File: src/rtl/mem_ctrl_if.sv
`default_nettype none
// +--------------------------------------------------------------------+
// | mem_ctrl_if : request/response and byte-RAM bus for mem_ctrl        |
// | Revision    : 1.0                                                  |
// +--------------------------------------------------------------------+
interface mem_ctrl_if;
  logic        rdy;
  logic        if_req;
  logic [31:0] if_addr;
  logic [31:0] if_data;
  logic        if_done;
  logic        mem_req;
  logic        mem_we;
  logic [31:0] mem_addr;
  logic [1:0]  mem_len;
  logic [31:0] mem_wdata;
  logic [31:0] mem_rdata;
  logic        mem_done;
  logic        jump_or_not;
  logic [31:0] ram_a;
  logic [7:0]  ram_dout;
  logic [7:0]  ram_din;
  logic        ram_wr;
  logic        busy;

  modport slave (
    input  rdy, if_req, if_addr, mem_req, mem_we, mem_addr, mem_len,
           mem_wdata, jump_or_not, ram_din,
    output if_data, if_done, mem_rdata, mem_done, ram_a, ram_dout,
           ram_wr, busy
  );

  modport master (
    output rdy, if_req, if_addr, mem_req, mem_we, mem_addr, mem_len,
           mem_wdata, jump_or_not, ram_din,
    input  if_data, if_done, mem_rdata, mem_done, ram_a, ram_dout,
           ram_wr, busy
  );
endinterface
`default_nettype wire

File: src/rtl/mem_ctrl.sv
`default_nettype none
// +--------------------------------------------------------------------+
// | mem_ctrl : byte-serial fetch/load/store controller for an 8-bit RAM |
// | Option   : MEMCTRL_FETCH_ABORT_EN lets jump_or_not abort a FETCH    |
// | Revision : 1.0                                                     |
// +--------------------------------------------------------------------+
module mem_ctrl (
  input  logic       clk,
  input  logic       rst,
  mem_ctrl_if.slave  bus
);

  typedef enum logic [2:0] {
    S_IDLE  = 3'd0,
    S_FETCH = 3'd1,
    S_LOAD  = 3'd2,
    S_STORE = 3'd3,
    S_DONE  = 3'd4
  } state_t;

  state_t      state, state_nx;
  logic [31:0] base_q, wdata_q, buf_q, buf_nx;
  logic [31:0] if_data_q, mem_rdata_q, ram_a_q, next_a;
  logic [7:0]  ram_dout_q;
  logic        ram_wr_q, fetch_q;
  logic [2:0]  cnt_q, nbytes_q;
  logic [1:0]  cap_idx;
  logic [4:0]  cap_sh, st_sh;
  logic        abort;
  logic        busy_c, if_done_c, mem_done_c;

`ifdef MEMCTRL_FETCH_ABORT_EN
  assign abort = bus.jump_or_not;
`else
  assign abort = 1'b0 & bus.jump_or_not;
`endif

  // cnt_q holds the index of the upcoming edge counted from acceptance
  assign next_a  = base_q + {29'd0, cnt_q};
  assign cap_idx = cnt_q[1:0] - 2'd2;
  assign cap_sh  = {cap_idx, 3'b000};
  assign st_sh   = {cnt_q[1:0], 3'b000};

  always_comb begin
    buf_nx = buf_q;
    if (cnt_q >= 3'd2) buf_nx[cap_sh +: 8] = bus.ram_din;
  end

  always_comb begin
    state_nx   = state;
    busy_c     = (state != S_IDLE);
    if_done_c  = 1'b0;
    mem_done_c = 1'b0;
    case (state)
      S_IDLE: begin
        if (bus.mem_req)     state_nx = bus.mem_we ? S_STORE : S_LOAD;
        else if (bus.if_req) state_nx = S_FETCH;
      end
      S_FETCH: begin
        if (abort)                             state_nx = S_IDLE;
        else if (cnt_q == nbytes_q + 3'd1)     state_nx = S_DONE;
      end
      S_LOAD:  if (cnt_q == nbytes_q + 3'd1)   state_nx = S_DONE;
      S_STORE: if (cnt_q == nbytes_q)          state_nx = S_DONE;
      S_DONE: begin
        state_nx   = S_IDLE;
        if_done_c  = fetch_q;
        mem_done_c = ~fetch_q;
      end
      default: state_nx = S_IDLE;
    endcase
  end

  always_ff @(posedge clk) begin
    if (rst) begin
      state       <= S_IDLE;
      base_q      <= '0;
      wdata_q     <= '0;
      buf_q       <= '0;
      if_data_q   <= '0;
      mem_rdata_q <= '0;
      ram_a_q     <= '0;
      ram_dout_q  <= '0;
      ram_wr_q    <= 1'b0;
      fetch_q     <= 1'b0;
      cnt_q       <= '0;
      nbytes_q    <= '0;
    end else if (bus.rdy) begin
      state <= state_nx;
      case (state)
        S_IDLE: begin
          if (state_nx != S_IDLE) begin
            cnt_q    <= 3'd1;
            buf_q    <= '0;
            wdata_q  <= bus.mem_wdata;
            fetch_q  <= (state_nx == S_FETCH);
            ram_wr_q <= (state_nx == S_STORE);
            if (state_nx == S_FETCH) begin
              base_q   <= bus.if_addr;
              ram_a_q  <= bus.if_addr;
              nbytes_q <= 3'd4;
            end else begin
              base_q   <= bus.mem_addr;
              ram_a_q  <= bus.mem_addr;
              nbytes_q <= {1'b0, bus.mem_len} + 3'd1;
            end
            if (state_nx == S_STORE) ram_dout_q <= bus.mem_wdata[7:0];
          end
        end
        S_FETCH, S_LOAD: begin
          cnt_q <= cnt_q + 3'd1;
          buf_q <= buf_nx;
          if (cnt_q < nbytes_q) ram_a_q <= next_a;
          if (state_nx == S_DONE) begin
            if (fetch_q) if_data_q   <= buf_nx;
            else         mem_rdata_q <= buf_nx;
          end
        end
        S_STORE: begin
          cnt_q <= cnt_q + 3'd1;
          if (state_nx == S_DONE) begin
            ram_wr_q <= 1'b0;
          end else begin
            ram_a_q    <= next_a;
            ram_dout_q <= wdata_q[st_sh +: 8];
          end
        end
        default: ram_wr_q <= 1'b0;
      endcase
    end
  end

  assign bus.if_data   = if_data_q;
  assign bus.mem_rdata = mem_rdata_q;
  assign bus.ram_a     = ram_a_q;
  assign bus.ram_dout  = ram_dout_q;
  // a stalled store must not repeat its byte while rdy is low
  assign bus.ram_wr    = ram_wr_q & bus.rdy;
  assign bus.busy      = busy_c;
  assign bus.if_done   = if_done_c;
  assign bus.mem_done  = mem_done_c;

endmodule
`default_nettype wire

File: src/flat_wrapper.sv
// flat-port wrapper written by rule: the top's interface ports become plain ports
module mem_ctrl_flat 
  (clk, rst, bus_rdy, bus_if_req, bus_if_addr, bus_mem_req, bus_mem_we, bus_mem_addr, bus_mem_len, bus_mem_wdata, bus_jump_or_not, bus_ram_din, bus_if_data, bus_if_done, bus_mem_rdata, bus_mem_done, bus_ram_a, bus_ram_dout, bus_ram_wr, bus_busy);
  mem_ctrl_if bus_i ();
  input  logic clk;
  input  logic rst;
  input wire logic [$bits(bus_i.rdy)-1:0] bus_rdy;
  input wire logic [$bits(bus_i.if_req)-1:0] bus_if_req;
  input wire logic [$bits(bus_i.if_addr)-1:0] bus_if_addr;
  input wire logic [$bits(bus_i.mem_req)-1:0] bus_mem_req;
  input wire logic [$bits(bus_i.mem_we)-1:0] bus_mem_we;
  input wire logic [$bits(bus_i.mem_addr)-1:0] bus_mem_addr;
  input wire logic [$bits(bus_i.mem_len)-1:0] bus_mem_len;
  input wire logic [$bits(bus_i.mem_wdata)-1:0] bus_mem_wdata;
  input wire logic [$bits(bus_i.jump_or_not)-1:0] bus_jump_or_not;
  input wire logic [$bits(bus_i.ram_din)-1:0] bus_ram_din;
  output wire logic [$bits(bus_i.if_data)-1:0] bus_if_data;
  output wire logic [$bits(bus_i.if_done)-1:0] bus_if_done;
  output wire logic [$bits(bus_i.mem_rdata)-1:0] bus_mem_rdata;
  output wire logic [$bits(bus_i.mem_done)-1:0] bus_mem_done;
  output wire logic [$bits(bus_i.ram_a)-1:0] bus_ram_a;
  output wire logic [$bits(bus_i.ram_dout)-1:0] bus_ram_dout;
  output wire logic [$bits(bus_i.ram_wr)-1:0] bus_ram_wr;
  output wire logic [$bits(bus_i.busy)-1:0] bus_busy;
  assign bus_i.rdy = bus_rdy;
  assign bus_i.if_req = bus_if_req;
  assign bus_i.if_addr = bus_if_addr;
  assign bus_i.mem_req = bus_mem_req;
  assign bus_i.mem_we = bus_mem_we;
  assign bus_i.mem_addr = bus_mem_addr;
  assign bus_i.mem_len = bus_mem_len;
  assign bus_i.mem_wdata = bus_mem_wdata;
  assign bus_i.jump_or_not = bus_jump_or_not;
  assign bus_i.ram_din = bus_ram_din;
  assign bus_if_data = bus_i.if_data;
  assign bus_if_done = bus_i.if_done;
  assign bus_mem_rdata = bus_i.mem_rdata;
  assign bus_mem_done = bus_i.mem_done;
  assign bus_ram_a = bus_i.ram_a;
  assign bus_ram_dout = bus_i.ram_dout;
  assign bus_ram_wr = bus_i.ram_wr;
  assign bus_busy = bus_i.busy;
  mem_ctrl u_core (.clk(clk), .rst(rst), .bus(bus_i));
endmodule
File: config.mk
export PLATFORM = sky130hd
export DESIGN_NAME = mem_ctrl_flat
export DESIGN_NICKNAME = d
export VERILOG_FILES = /design/src/rtl/mem_ctrl_if.sv /design/src/rtl/mem_ctrl.sv /design/src/flat_wrapper.sv
export SDC_FILE = /design/constraint.sdc
export NUM_CORES = 1
export LEC_CHECK = 0
export CAP_MARGIN = 5
export CORE_ASPECT_RATIO = 2
export CORE_MARGIN = 3
export CORE_UTILIZATION = 53
export CTS_BUF_LIST = sky130_fd_sc_hd__clkbuf_4
export CTS_CLUSTER_SIZE = 30
export DETAILED_ROUTE_END_ITERATION = 8
export PLACE_DENSITY = 0.92
export SYNTH_ARGS = -nofsm -noshare
export SYNTH_HDL_FRONTEND = slang
export SYNTH_SLANG_ARGS = --single-unit
File: constraint.sdc
create_clock -name clk -period 4 [get_ports clk]
set_clock_uncertainty 0.2 [all_clocks]
set_input_delay 0.8 -clock clk [delete_from_list [all_inputs] [get_ports clk]]
set_output_delay 0.8 -clock clk [all_outputs]
set_load 0.1 [all_outputs]
==> results.txt <==
Outcome -> complete, no violations
Yosys reg bits -> 211
Power density over the cells -> 395 mW/mm²
Htree depth -> 2
PostCTS Resize Cnt -> 0
Placed Cells -> 1603
Die width -> 105 µm
Slew margin rel. -> 27.5%
TritonCTS clock tree -> built
Synth top area share -> 41.0%
Post-Synthesis Cells -> 1200
Async SR Flop Fraction -> 0%
Slew @ Worst Pin -> 1080 ps
Mapped Area -> 0.0103 mm²
Initial antenna violation count -> 4
Post-synthesis sequential area ratio -> 41.0%
Met2 routed WL -> 16800 µm
Max Slew Vio Count -> 0
Die height -> 203 µm
CP max stage cell -> clkdlybuf4s50_1
Min-delay worst type -> register to register
Vias per inst -> 5.96
Sum Neg Setup Slack -> 0 ps
Critical path launch point type -> register
Met3 wire len -> 1730 µm
First-pass GRT wire length -> 49100 µm
Largest fanout on the critical path -> 2
Post-synth EDFFs -> 0
Final setup margin -> 824 ps
CP top delay family -> buffers and inverters
Cell taking the most area after synthesis -> dfxtp_1
Crit share post-route -> 79.4%
Synth warn -> 0
Grt total ovfl -> 0
Placement Cell Area -> 0.0126 mm²
Fin nets -> 1524
Most frequent cells in the layout -> 213 x clkdlybuf4s50_1, 211 x dfxtp_1, 152 x nand2_1
Die ar. -> 0.0212 mm²
Top layer in use -> met4
Post-layout minimum cycle time -> 3180 ps
Number of global-route vias before repair -> 9994
Leak pwr -> 4.41 nW
Worst-path cell chain -> clkdlybuf4s50_1
Drt pass-1 iters -> 5
Clock buffer depth -> 3
Clock transition at path regs -> 80 ps
Worst path arrival time -> 2180 ps
Mapped Nets -> 1328
Pin count of the biggest net entering global routing -> 113
Fmax -> 315 MHz
Syn avg cell area -> 8.58 µm²
Layout cells sized above 1 -> 11.5%
Num Clock Sinks -> 211
DR vias -> 10.0k
Critical path class -> register to output pin
RSZ-0062 raised after global routing -> false
Post-CTS setup buffers -> 0
I/O pin count -> 221
TritonCTS buffer count -> 46
Worst Setup Slack post-DPL -> 680 ps
Total track usage -> 28.3%
Max-Cap Viols -> 0
Core footprint -> 0.0189 mm²
DR WL/cell -> 18.4 µm
Row cnt -> 71
Buf/Inv on CP -> 1
Post-synthesis to final-layout area growth -> 27.1%
Gpl congestion -> 0.909
DRT iter0 DRCs -> 568
Initial Util -> 54.4%
Final hold viol count -> 0
Req. time, crit path -> 3000 ps
Clock Latency Late Sink -> 640 ps
Crit. End Element -> output pin
Design Area, Final -> 0.0131 mm²
I/O Buffers -> 219
Total Wirelength -> 30900 µm
Synth area leaders -> dfxtp_1 41%, a211oi_1 7.8%, nand2_1 5.5%
Clk root buf -> clkbuf_4
Non-filler instance count after layout -> 1682
CP max stage delay -> 1150 ps
DRT met1 WL -> 10400 µm
DRC Markers -> 0
Ys flop type -> dfxtp_1
Post-CTS Hold Buffers -> 0
Final HPWL DP -> 22200 µm
Detail Route Antenna Nets -> 0
VDD IR-drop max -> 0.000273 V
Leading cell type in the layout, fill and taps excluded -> clkdlybuf4s50_1
Setup violations, final -> 0
Yosys cell types -> 72
cell usage after synthesis, drive strengths merged (2+ instances only):
cell type / instances
o211ai: 2
nor3b: 2
xor2: 8
a22oi: 25
and3b: 4
nand3b: 18
a311oi: 3
o41ai: 2
inv: 17
ha: 14
o21ba: 2
dfxtp: 211
o21a: 26
clkbuf: 55
nand3: 17
o21ai: 58
nand4: 9
or3: 5
and4: 3
and2: 3
nand2b: 12
a21boi: 2
nand2: 153
o31ai: 12
o31a: 4
a2111oi: 4
a31oi: 5
a21o: 4
a31o: 2
o22ai: 2
mux2i: 21
o221ai: 7
nor3: 33
or2: 2
and3: 32
a21oi: 65
a211oi: 124
a211o: 2
nor2: 147
a32o: 2
nor4: 11
buf: 41
xnor2: 9
mux4: 8
logic make-up after synthesis:
| logic type | after synthesis | share of synthesized area [%] |
|---|---|---|
| and+or+nand+nor | 454 | 21.1 |
| AOI/OAI and AO/OA | 360 | 24.9 |
| DFF | 211 | 41.0 |
| buffers and inverters | 113 | 5.53 |
| muxes | 29 | 3.79 |
| xor gates and xnor gates | 18 | 1.69 |
| adders and majority gates | 15 | 1.90 |
per-layer routing:
metal	vias to the layer above	track usage, %
li1	4785	-
met1	4671	27.9
met2	437	53.4
met3	127	4.33
met4	0	19.3
met5	-	0
power breakdown:
part	leakage, nW	total, mW	internal (mW)	switching [mW]
Clock	0.318	1.56	0.743	0.817
Sequential	1.71	2.31	2.21	0.0966
Combinational	2.38	1.30	0.420	0.880
worst min-delay path: stages (launching register included):
cell and delay (ps):
dfxtp_1 310, nand2_1 50, a21oi_1 50
final timing paths:
| path | depth (start not counted) | slack (ps) | endpoint | from |
|---|---|---|---|---|
| worst max register to register | 7 | 930 | u_core.bus.ram_a[21]$_SDFFE_PP0P_ | u_core.cnt_q[0]$_SDFFE_PP0P_ |
| worst min register to register | 2 | 250 | u_core.buf_q[6]$_SDFFE_PP0P_ | u_core.buf_q[6]$_SDFFE_PP0P_ |
| worst min-delay path | 2 | 250 | u_core.buf_q[6]$_SDFFE_PP0P_ | u_core.buf_q[6]$_SDFFE_PP0P_ |
| worst max-delay path | 1 | 820 | bus_mem_rdata[31] | u_core.bus.mem_rdata[31]$_SDFFE_PP0P_ |
sequential cells by signal, indices dropped and copies added (netlist names):
name / cells
u_core.bus.ram_a: 32
u_core.wdata_q: 32
u_core.ram_wr_q: 1
u_core.bus.ram_dout: 8
u_core.base_q: 32
u_core.bus.if_data: 32
u_core.bus.mem_rdata: 32
u_core.nbytes_q: 3
u_core.buf_q: 32
u_core.state: 3
u_core.fetch_q: 1
u_core.cnt_q: 3
area by class of cell:
cell class                 instances  area, µm²
clock buffer                      65        488
clock inverter                    10       42.5
tap                              255        319
multi-input combinational        876       5540
fill                            1458       5830
inverter                          17       63.8
antenna                            4       10.0
sequential                       211       4220
timing repair buffer             244       2410
stage by stage:
stage          utilization (%)  power [mW]  hold WS (ps)
6_report                  69.2        5.17           254
5_1_grt                   69.2        5.38           269
4_1_cts                   69.1        5.19           254
3_5_place_dp              66.3        3.64           244
3_3_place_gp              66.3        3.62           238
2_1_floorplan                -        3.26           232
(Power assumes the default switching activity.)
